`config.mk`:
```
export PLATFORM = sky130hd
export DESIGN_NAME = ug_arbiter
export DESIGN_NICKNAME = d
export VERILOG_FILES = /design/src/rtl/ug_arbiter.sv
export SDC_FILE = /design/constraint.sdc
export NUM_CORES = 1
export LEC_CHECK = 0
export CELL_PAD_IN_SITES_DETAIL_PLACEMENT = 1
export CELL_PAD_IN_SITES_GLOBAL_PLACEMENT = 1
export CORE_MARGIN = 5
export CORE_UTILIZATION = 25
export CTS_CLUSTER_DIAMETER = 50
export DETAILED_ROUTE_END_ITERATION = 16
export PLACE_DENSITY = 0.74
export SLEW_MARGIN = 10
export SYNTH_ARGS = -nofsm -noshare
export SYNTH_HDL_FRONTEND = slang
export SYNTH_SLANG_ARGS = --single-unit
```
`constraint.sdc`:
```
create_clock -name clk -period 2.1 [get_ports clk]
set_input_delay 0.21 -clock clk [delete_from_list [all_inputs] [get_ports clk]]
set_output_delay 0.21 -clock clk [all_outputs]
set_load 0.01 [all_outputs]
```
`src/rtl/ug_arbiter.sv`:
```
// ug_arbiter: four requesters share one NAND-built bitwise logic unit.
// A round-robin arbiter grants one requester per three-cycle
// IDLE -> EXEC -> RESP sequence.
module ug_arbiter #(
   parameter int NREQ = 4,
   parameter int W    = 4
) (
   input  logic              clk,
   input  logic              rst,
   input  logic [NREQ-1:0]   req,
   input  logic [3*NREQ-1:0] req_op,
   input  logic [W*NREQ-1:0] req_a,
   input  logic [W*NREQ-1:0] req_b,
   output logic [NREQ-1:0]   gnt,
   output logic              rsp_valid,
   output logic [1:0]        rsp_id,
   output logic [W-1:0]      rsp_y,
   output logic              busy,
   output logic [7:0]        ops_done
);

   typedef enum logic [1:0] {IDLE = 2'd0, EXEC = 2'd1, RESP = 2'd2} state_t;

   state_t         state;
   state_t         state_nxt;
   logic [1:0]     ptr;
   logic [1:0]     win;
   logic           any_req;
   logic [2:0]     op_p0;
   logic [W-1:0]   a_p0;
   logic [W-1:0]   b_p0;
   logic [W-1:0]   lu_y;

   function automatic logic [W-1:0] nand2(input logic [W-1:0] x, input logic [W-1:0] y);
      return ~(x & y);
   endfunction

   // Every function is a NAND network; the opcode only picks which node drives the result.
   function automatic logic [W-1:0] logic_unit(input logic [2:0] op,
                                               input logic [W-1:0] a,
                                               input logic [W-1:0] b);
      logic [W-1:0] n_ab, n_a, n_b, f_and, f_or, f_nor, f_xor, f_xnor, f_buf;
      n_ab   = nand2(a, b);
      n_a    = nand2(a, a);
      n_b    = nand2(b, b);
      f_and  = nand2(n_ab, n_ab);
      f_or   = nand2(n_a, n_b);
      f_nor  = nand2(f_or, f_or);
      f_xor  = nand2(nand2(a, n_ab), nand2(b, n_ab));
      f_xnor = nand2(f_xor, f_xor);
      f_buf  = nand2(n_a, n_a);
      case (op)
         3'b000:  return n_ab;
         3'b001:  return f_and;
         3'b010:  return f_or;
         3'b011:  return n_a;
         3'b100:  return f_nor;
         3'b101:  return f_xor;
         3'b110:  return f_xnor;
         default: return f_buf;
      endcase
   endfunction

   // Round-robin search starting at ptr, wrapping modulo 4.
   always_comb begin
      win     = ptr;
      any_req = 1'b0;
      for (int k = 0; k < NREQ; k++) begin
         if (!any_req && req[ptr + 2'(k)]) begin
            win     = ptr + 2'(k);
            any_req = 1'b1;
         end
      end
   end

   assign lu_y = logic_unit(op_p0, a_p0, b_p0);

   // State register.
   always_ff @(posedge clk or posedge rst) begin
      if (rst) state <= IDLE;
      else     state <= state_nxt;
   end

   // Next-state logic: a request starts the fixed three-cycle sequence.
   always_comb begin
      state_nxt = state;
      case (state)
         IDLE:    state_nxt = any_req ? EXEC : IDLE;
         EXEC:    state_nxt = RESP;
         RESP:    state_nxt = IDLE;
         default: state_nxt = IDLE;
      endcase
   end

   // Status outputs decoded from the state.
   always_comb begin
      busy      = (state != IDLE);
      rsp_valid = (state == RESP);
   end

   // Control registers: grant pulse, owner id, result, pointer and completion count.
   always_ff @(posedge clk or posedge rst) begin
      if (rst) begin
         gnt      <= '0;
         rsp_id   <= '0;
         rsp_y    <= '0;
         ptr      <= '0;
         ops_done <= '0;
      end else begin
         gnt <= '0;
         if (state == IDLE && any_req) begin
            gnt[win] <= 1'b1;
            rsp_id   <= win;
         end
         if (state == EXEC) rsp_y <= lu_y;
         if (state == RESP) begin
            ptr      <= rsp_id + 2'd1;
            ops_done <= ops_done + 8'd1;
         end
      end
   end

   // Operand capture for the winner; pure data, so no reset.
   always_ff @(posedge clk) begin
      if (state == IDLE && any_req) begin
         op_p0 <= req_op[win*3 +: 3];
         a_p0  <= req_a[win*W +: W];
         b_p0  <= req_b[win*W +: W];
      end
   end

endmodule
```
==> results of run 1 <==
==> power by group <==
group | internal, mW | switching (mW) | total, mW
logic | 1.15 | 1.03 | 2.18
registers | 1.03 | 0.321 | 1.35
clock network | 0.266 | 0.244 | 0.510
==> area by class of cell <==
| type | instances | area, um^2 | area share |
|---|---|---|---|
| Inverter | 12 | 45.0 | 0.0154 |
| Sequential cell | 33 | 881 | 0.300 |
| Multi-Input combinational cell | 154 | 995 | 0.339 |
| Tap cell | 102 | 128 | 0.0435 |
| Timing Repair Buffer | 77 | 788 | 0.269 |
| Clock buffer | 6 | 82.6 | 0.0282 |
| Clock inverter | 2 | 13.8 | 0.00469 |
==> sequential cells by signal (all words and copies together) (netlist names) <==
name and cells:
a_p0 4, rsp_y 4, ops_done 8, rsp_id 2, op_p0 3, b_p0 4
ptr 2, gnt 4, state 2
==> cell families (layout without fill, tap and decap cells) <==
logic type / count (synthesis) / in the layout / share of synthesized area
mux: 11 / 11 / 0.0651
compound gates: 47 / 47 / 0.160
xor+xnor: 9 / 9 / 0.0399
buf+inv: 24 / 97 / 0.0519
flops: 33 / 33 / 0.445
fa+ha+maj: 9 / 9 / 0.0569
simple gates: 78 / 78 / 0.181
==> stage by stage <==
stage / std cells / utilization / hold slack (ns)
2_1_floorplan: 211 / - / 0.199
3_3_place_gp: 378 / 0.367 / 0.463
3_5_place_dp: 378 / 0.367 / 0.473
4_1_cts: 386 / 0.380 / 0.267
5_1_grt: 386 / 0.380 / 0.287
6_report: 386 / 0.380 / 0.261
==> layout by cell type, fill, tap and decap left out, drive strengths merged, types with 7 or more instances in the layout <==
cell / instances
nor2: 13
a21oi: 18
clkdlybuf4s50: 69
buf: 8
nand2: 42
xnor2: 7
a32oi: 11
dfrtp: 22
ha: 9
edfxtp: 11
inv: 12
==> worst reg2reg max path, cell delays in order (launching register included) <==
cell     delay [ns]
dfrtp_1        0.47
and3b_1        0.22
or4_4          0.42
nand2_2        0.09
buf_12         0.16
a21oi_1        0.06
a32oi_1        0.18
==> routing by layer <==
| layer | share of wire | global-route usage | routed length, um | vias to the layer above |
|---|---|---|---|---|
| met2 | 0.48 | 0.185 | 2560 | 56 |
| met3 | 0.061 | 0.0297 | 324 | 6 |
| met1 | 0.45 | 0.146 | 2400 | 871 |
| met4 | 0.012 | 0.0378 | 62 | 0 |
| met5 | 0 | 0 | 0 | - |
| li1 | - | - | - | 891 |
==> worst min-delay path by stage <==
| stage | endpoint | depth (start not counted) | from |
|---|---|---|---|
| after detailed placement | ops_done[7]$_DFFE_PP0P_ | 1 | ops_done[7]$_DFFE_PP0P_ |
| after CTS | ops_done[7]$_DFFE_PP0P_ | 3 | rst |
| after floorplan | gnt[0]$_DFF_PP0_ | 1 | rst |
| after global routing | ops_done[7]$_DFFE_PP0P_ | 3 | rst |
| final | rsp_y[3]$_DFFE_PP0P_ | 3 | rst |
| after global placement | rsp_y[3]$_DFFE_PP0P_ | 2 | rsp_y[3]$_DFFE_PP0P_ |
==> results.py, run 1 <==
metrics = {
    "drt": {
        "wl_mm": 5.35,
        "drtIter0Drc": 67,
        "firstDrtPassIters": 4,
        "via_per_inst": 4.73,
        "ant_nets": 0,
        "post_drt_wl_per_cell_um": 13.9,
        "drcViolationCount": 0,
        "num_vias": 1824,
    },
    "worst_setup_path": {
        "startpoint": "ptr[1]$_DFFE_PP0P_",
        "critPathRequiredTime_ns": 2.22,
        "start_kind": "register",
        "worstSetupPathDepth": 6,
        "cp_top_family": "simple AND/OR/NAND/NOR gates",
        "rr_worst_depth": 6,
        "crit_path_max_fanout": 23,
        "timing.rr.start": "ptr[1]$_DFFE_PP0P_",
        "cp_num_buf_inv": 1,
        "crit_arrival_ns": 1.89,
        "critPathCaptureType": "register",
        "crit_slowest_cell": "dfrtp_1",
        "endpoint": "b_p0[0]$_DFFE_PP_",
        "crit_chain": "and3b_1 > or4_4 > nand2_2 > buf_12 > a21oi_1 > a32oi_1",
        "cp_slowest_stage_delay_ns": 0.47,
        "regToRegEndpoint": "b_p0[0]$_DFFE_PP_",
        "critical_path_class": "register to register",
        "reg2reg_setup_slack_ns": 0.32,
    },
    "logic_synthesis": {
        "synth_warnings": 0,
        "synthCells": 211,
        "synth_area_per_cell_um2": 9.38,
        "ys_seq_area_frac": 0.445,
        "synthDominantCellAreaShare": 0.278,
        "syn_nets": 270,
        "netlist_top_cells_area": "dfrtp_1 (28%), edfxtp_1 (17%), nand2_1 (7.8%)",
        "yosys-top-cells-count": "nand2_1 (41), dfrtp_1 (22), a21oi_1 (18)",
        "ys.flop_type": "dfrtp_1",
        "synth_seq_cells": 33,
        "synth_area_um2": 1980,
        "async_reset_ff_frac": 0.667,
        "synth_edf_count": 11,
        "synth.distinct_cells": 38,
        "synth_top_area_cell": "dfrtp_1",
        "yosysMostFrequentCell": "nand2_1",
    },
    "sta": {
        "setup_ws_ns": 0.324,
        "rsz0062_at_grt": "false",
        "final-setup-viol-count": 0,
        "slew_headroom": 0.692,
        "period_minus_slack_ns": 1.78,
        "tightest_slew_ns": 0.462,
        "clock.fmax_mhz": 563,
        "hold_viol_final": 0,
        "fin_worst_skew_ns": 0.0121,
        "fin_crit_sh": 0.846,
        "tns_ns": 0,
        "timing.final.max_slew_violations": 0,
    },
    "final_layout": {
        "layout-drive-gt1-share": 0.0880,
        "final_area_um2": 2930,
        "area_growth_pct": 48.3,
        "nFillCells": 901,
        "num-nets-final": 342,
        "insertedDiodeCount": 0,
    },
    "grt": {
        "grt_pass1_wl_mm": 9.30,
        "grt_pass1_vias": 1994,
        "antenna_found_initial": 0,
        "grt_usage": 0.114,
        "overflow": 0,
        "grt_max_degree": 24,
    },
    "floorplanning": {
        "initial_core_util": 0.256,
        "dieArea_um2": 9790,
        "io_pins": 70,
        "std_cell_rows": 32,
        "core_area_um2": 7730,
        "die_h_um": 99.0,
        "die_x_um": 99.0,
    },
    "clock_network": {
        "path_clk_slew_ns": 0.08,
        "cts_setup_buffers": 0,
        "ctsResizeCount": 0,
        "cts_root_buf": "clkbuf_8",
        "cts_sinks": 33,
        "cts_tree": "built",
        "insertion_delay_ns": 0.29,
        "cts_buffers": 5,
        "postCtsHoldBufs": 0,
        "h-tree-depth": 2,
        "clockBufferDepth": 2,
    },
    "pwr": {
        "power_mw": 4.04,
        "power_leakage_nw": 1.21,
        "ir_drop_v": 0.000383,
        "power.density_nw_per_um2": 1380,
    },
    "placement": {
        "dp_hpwl_mm": 4.30,
        "gp_congestion": 0.760,
        "placed_area_um2": 2840,
        "place_ws_ns": 0.0263,
        "port_buffers": 69,
    },
    "run": {
        "cap_violations": 0,
    },
    "min_path": {
        "min_path_type": "input pin to async pin",
    },
    "run_status": {
        "status": "complete, no violations",
    },
}
No activity file was read; power rests on OpenSTA's default activity.
==> inputs of run 2 (changes only) <==
==> constraint.sdc (replaced) <==
create_clock -name clk -period 1.4 [get_ports clk]
set_input_delay 0.14 -clock clk [delete_from_list [all_inputs] [get_ports clk]]
set_output_delay 0.14 -clock clk [all_outputs]
set_load 0.01 [all_outputs]
==> run 2 against run 1 <==
Effect of this change: the flow now finishes with violations (setup timing); first-iteration DRC count decreased by 34%; global-route usage increased by 2.3 points; critical path depth decreased by 1; worst setup slack got worse by 0.59 ns; power increased by 86%; sequential power increased by 41%; cell count increased by 10%; non-clock buffer count increased by 39; largest cell class unchanged; largest power group unchanged.
==> results.py, run 2 (synthesis results as in run 1) <==
metrics = {
    "drt": {
        "drcViolationCount": 0,
        "drtIter0Drc": 44,
        "num_vias": 2020,
        "ant_nets": 0,
        "firstDrtPassIters": 4,
        "wl_mm": 6.68,
        "via_per_inst": 4.74,
        "post_drt_wl_per_cell_um": 15.7,
    },
    "clock_network": {
        "path_clk_slew_ns": 0.07,
        "cts_tree": "built",
        "postCtsHoldBufs": 0,
        "h-tree-depth": 2,
        "cts_sinks": 33,
        "insertion_delay_ns": 0.29,
        "cts_root_buf": "clkbuf_8",
        "clockBufferDepth": 2,
        "cts_buffers": 5,
    },
    "final_layout": {
        "layout_common_cells": "clkdlybuf4s50_1 (63), nand2_1 (41), buf_4 (39), dfrtp_1 (22)",
        "largest_reg_flops": 8,
        "insertedDiodeCount": 0,
        "final_area_um2": 3410,
        "mostFrequentLayoutCell": "clkdlybuf4s50_1",
        "regMostFlops": "ops_done",
        "fin_util": 0.441,
        "num-nets-final": 382,
        "layout-drive-gt1-share": 0.259,
        "area_growth_pct": 72.2,
    },
    "sta": {
        "fin_crit_sh": 1.19,
        "slew_headroom": 0.675,
        "fin_worst_skew_ns": 0.00383,
        "tightest_slew_ns": 0.488,
        "hold_viol_final": 0,
        "rsz0062_at_grt": "true",
        "timing.final.max_slew_violations": 0,
        "final-setup-viol-count": 21,
        "setup_ws_ns": -0.269,
        "clock.fmax_mhz": 599,
        "period_minus_slack_ns": 1.67,
    },
    "grt": {
        "grt_max_degree": 23,
        "antenna_found_initial": 0,
        "grt_pass1_wl_mm": 10.9,
        "overflow": 0,
        "grt_usage": 0.136,
        "grt_pass1_vias": 2210,
    },
    "placement": {
        "dp_hpwl_mm": 4.67,
        "port_buffers": 69,
        "placed_area_um2": 3020,
        "place_ws_ns": -0.613,
        "gp_congestion": 0.817,
    },
    "pwr": {
        "p_sw_mw": 2.96,
        "pwr-share-seq": 0.254,
        "power.share.clock": 0.104,
        "ir_drop_v": 0.000853,
        "p_int_mw": 4.54,
        "power.density_nw_per_um2": 2200,
        "power_mw": 7.51,
        "combPwrFrac": 0.642,
        "power_leakage_nw": 1.48,
        "switching_share": 0.395,
    },
    "worst_setup_path": {
        "critical_path_class": "register to register",
        "regToRegEndpoint": "a_p0[3]$_DFFE_PP_",
        "rr_worst_depth": 5,
        "cp_top_family": "simple AND/OR/NAND/NOR gates",
        "crit_chain": "and3b_1 > or4_4 > nand2_4 > a21oi_1 > a32oi_1",
        "crit_slowest_cell": "or4_4",
        "crit_path_max_fanout": 11,
        "timing.rr.start": "ptr[1]$_DFFE_PP0P_",
        "critPathCaptureType": "register",
        "cp_num_buf_inv": 0,
        "critPathRequiredTime_ns": 1.53,
        "start_kind": "register",
        "cp_slowest_stage_delay_ns": 0.49,
        "reg2reg_setup_slack_ns": -0.27,
        "crit_arrival_ns": 1.80,
    },
    "floorplanning": {
        "std_cell_rows": 32,
        "die_h_um": 99.0,
        "initial_core_util": 0.256,
        "io_pins": 70,
        "core_area_um2": 7730,
        "die_x_um": 99.0,
        "dieArea_um2": 9790,
    },
    "min_path": {
        "min_path_type": "input pin to async pin",
    },
    "run_status": {
        "violations": "setup timing",
        "status": "finished, violations left",
    },
    "run": {
        "cap_violations": 0,
    },
}
-- run 2: cell types whose count changed in the layout (fill, tap and decap cells not counted), moves of 3 or more --
cell,previous run,this run
a21oi_2,0,4
mux2_2,5,2
dlymetal6s2s_1,0,3
clkdlybuf4s50_1,69,63
buf_6,0,4
mux2_4,0,3
buf_4,5,39
a21oi_1,18,13
-- run 2: worst min-delay path: cells and delay by family --
kind / cells / cell delay [ns]
buf+inv: 3 / 0.73
-- run 2: through the flow --
step           std cells  hold slack (ns)  setup TNS (ns)
2_1_floorplan        211            0.129           -2.26
3_3_place_gp         398            0.465           -9.37
3_5_place_dp         398            0.470          -11.30
4_1_cts              421            0.204           -4.50
5_1_grt              426            0.231           -6.06
6_report             426            0.197           -4.51
-- run 2: worst max path at each step --
stage                            start              endpoint  slack, ns  cells past startpoint
floorplan            a_p0[3]$_DFFE_PP_  rsp_y[3]$_DFFE_PP0P_      -0.17                      5
global placement                req[3]     b_p0[2]$_DFFE_PP_      -0.50                      5
detailed placement              req[3]     b_p0[1]$_DFFE_PP_      -0.61                      6
CTS                 ptr[1]$_DFFE_PP0P_     b_p0[1]$_DFFE_PP_      -0.26                      5
global route        ptr[1]$_DFFE_PP0P_    op_p0[0]$_DFFE_PP_      -0.36                      5
finish              ptr[1]$_DFFE_PP0P_     a_p0[3]$_DFFE_PP_      -0.27                      5
-- run 2: area by class of cell --
class	count	area [um^2]
clock buffer	6	82.6
timing repair buffer	116	1100
sequential	33	881
clock inverter	2	13.8
multi-input combinational	155	1150
inverter	12	45.0
fill	853	4320
tap	102	128
-- run 2: per-layer routing --
| metal | global-route usage | routed length, um |
|---|---|---|
| met5 | 0 | 0 |
| met4 | 0.0368 | 85 |
| met3 | 0.0333 | 383 |
| met2 | 0.242 | 3480 |
| met1 | 0.164 | 2720 |
-- run 2: power groups by stage --
stage / clock network [mW] / registers (mW) / logic (mW)
after global placement: 0 / 1.94 / 3.74
after global routing: 0.859 / 1.96 / 5.27
after CTS: 0.806 / 1.91 / 4.47
after floorplan: 0 / 1.95 / 2.26
after detailed placement: 0 / 1.98 / 3.95
final: 0.782 / 1.90 / 4.82
-- run 2: what timing repair did --
item,4_1_cts,5_1_grt
endpoints found under the setup margin,29,25
gates resized for setup,16,16
setup buffers,12,5
gates cloned,3,1
endpoints found under the hold margin,0,0
pin swaps,6,2
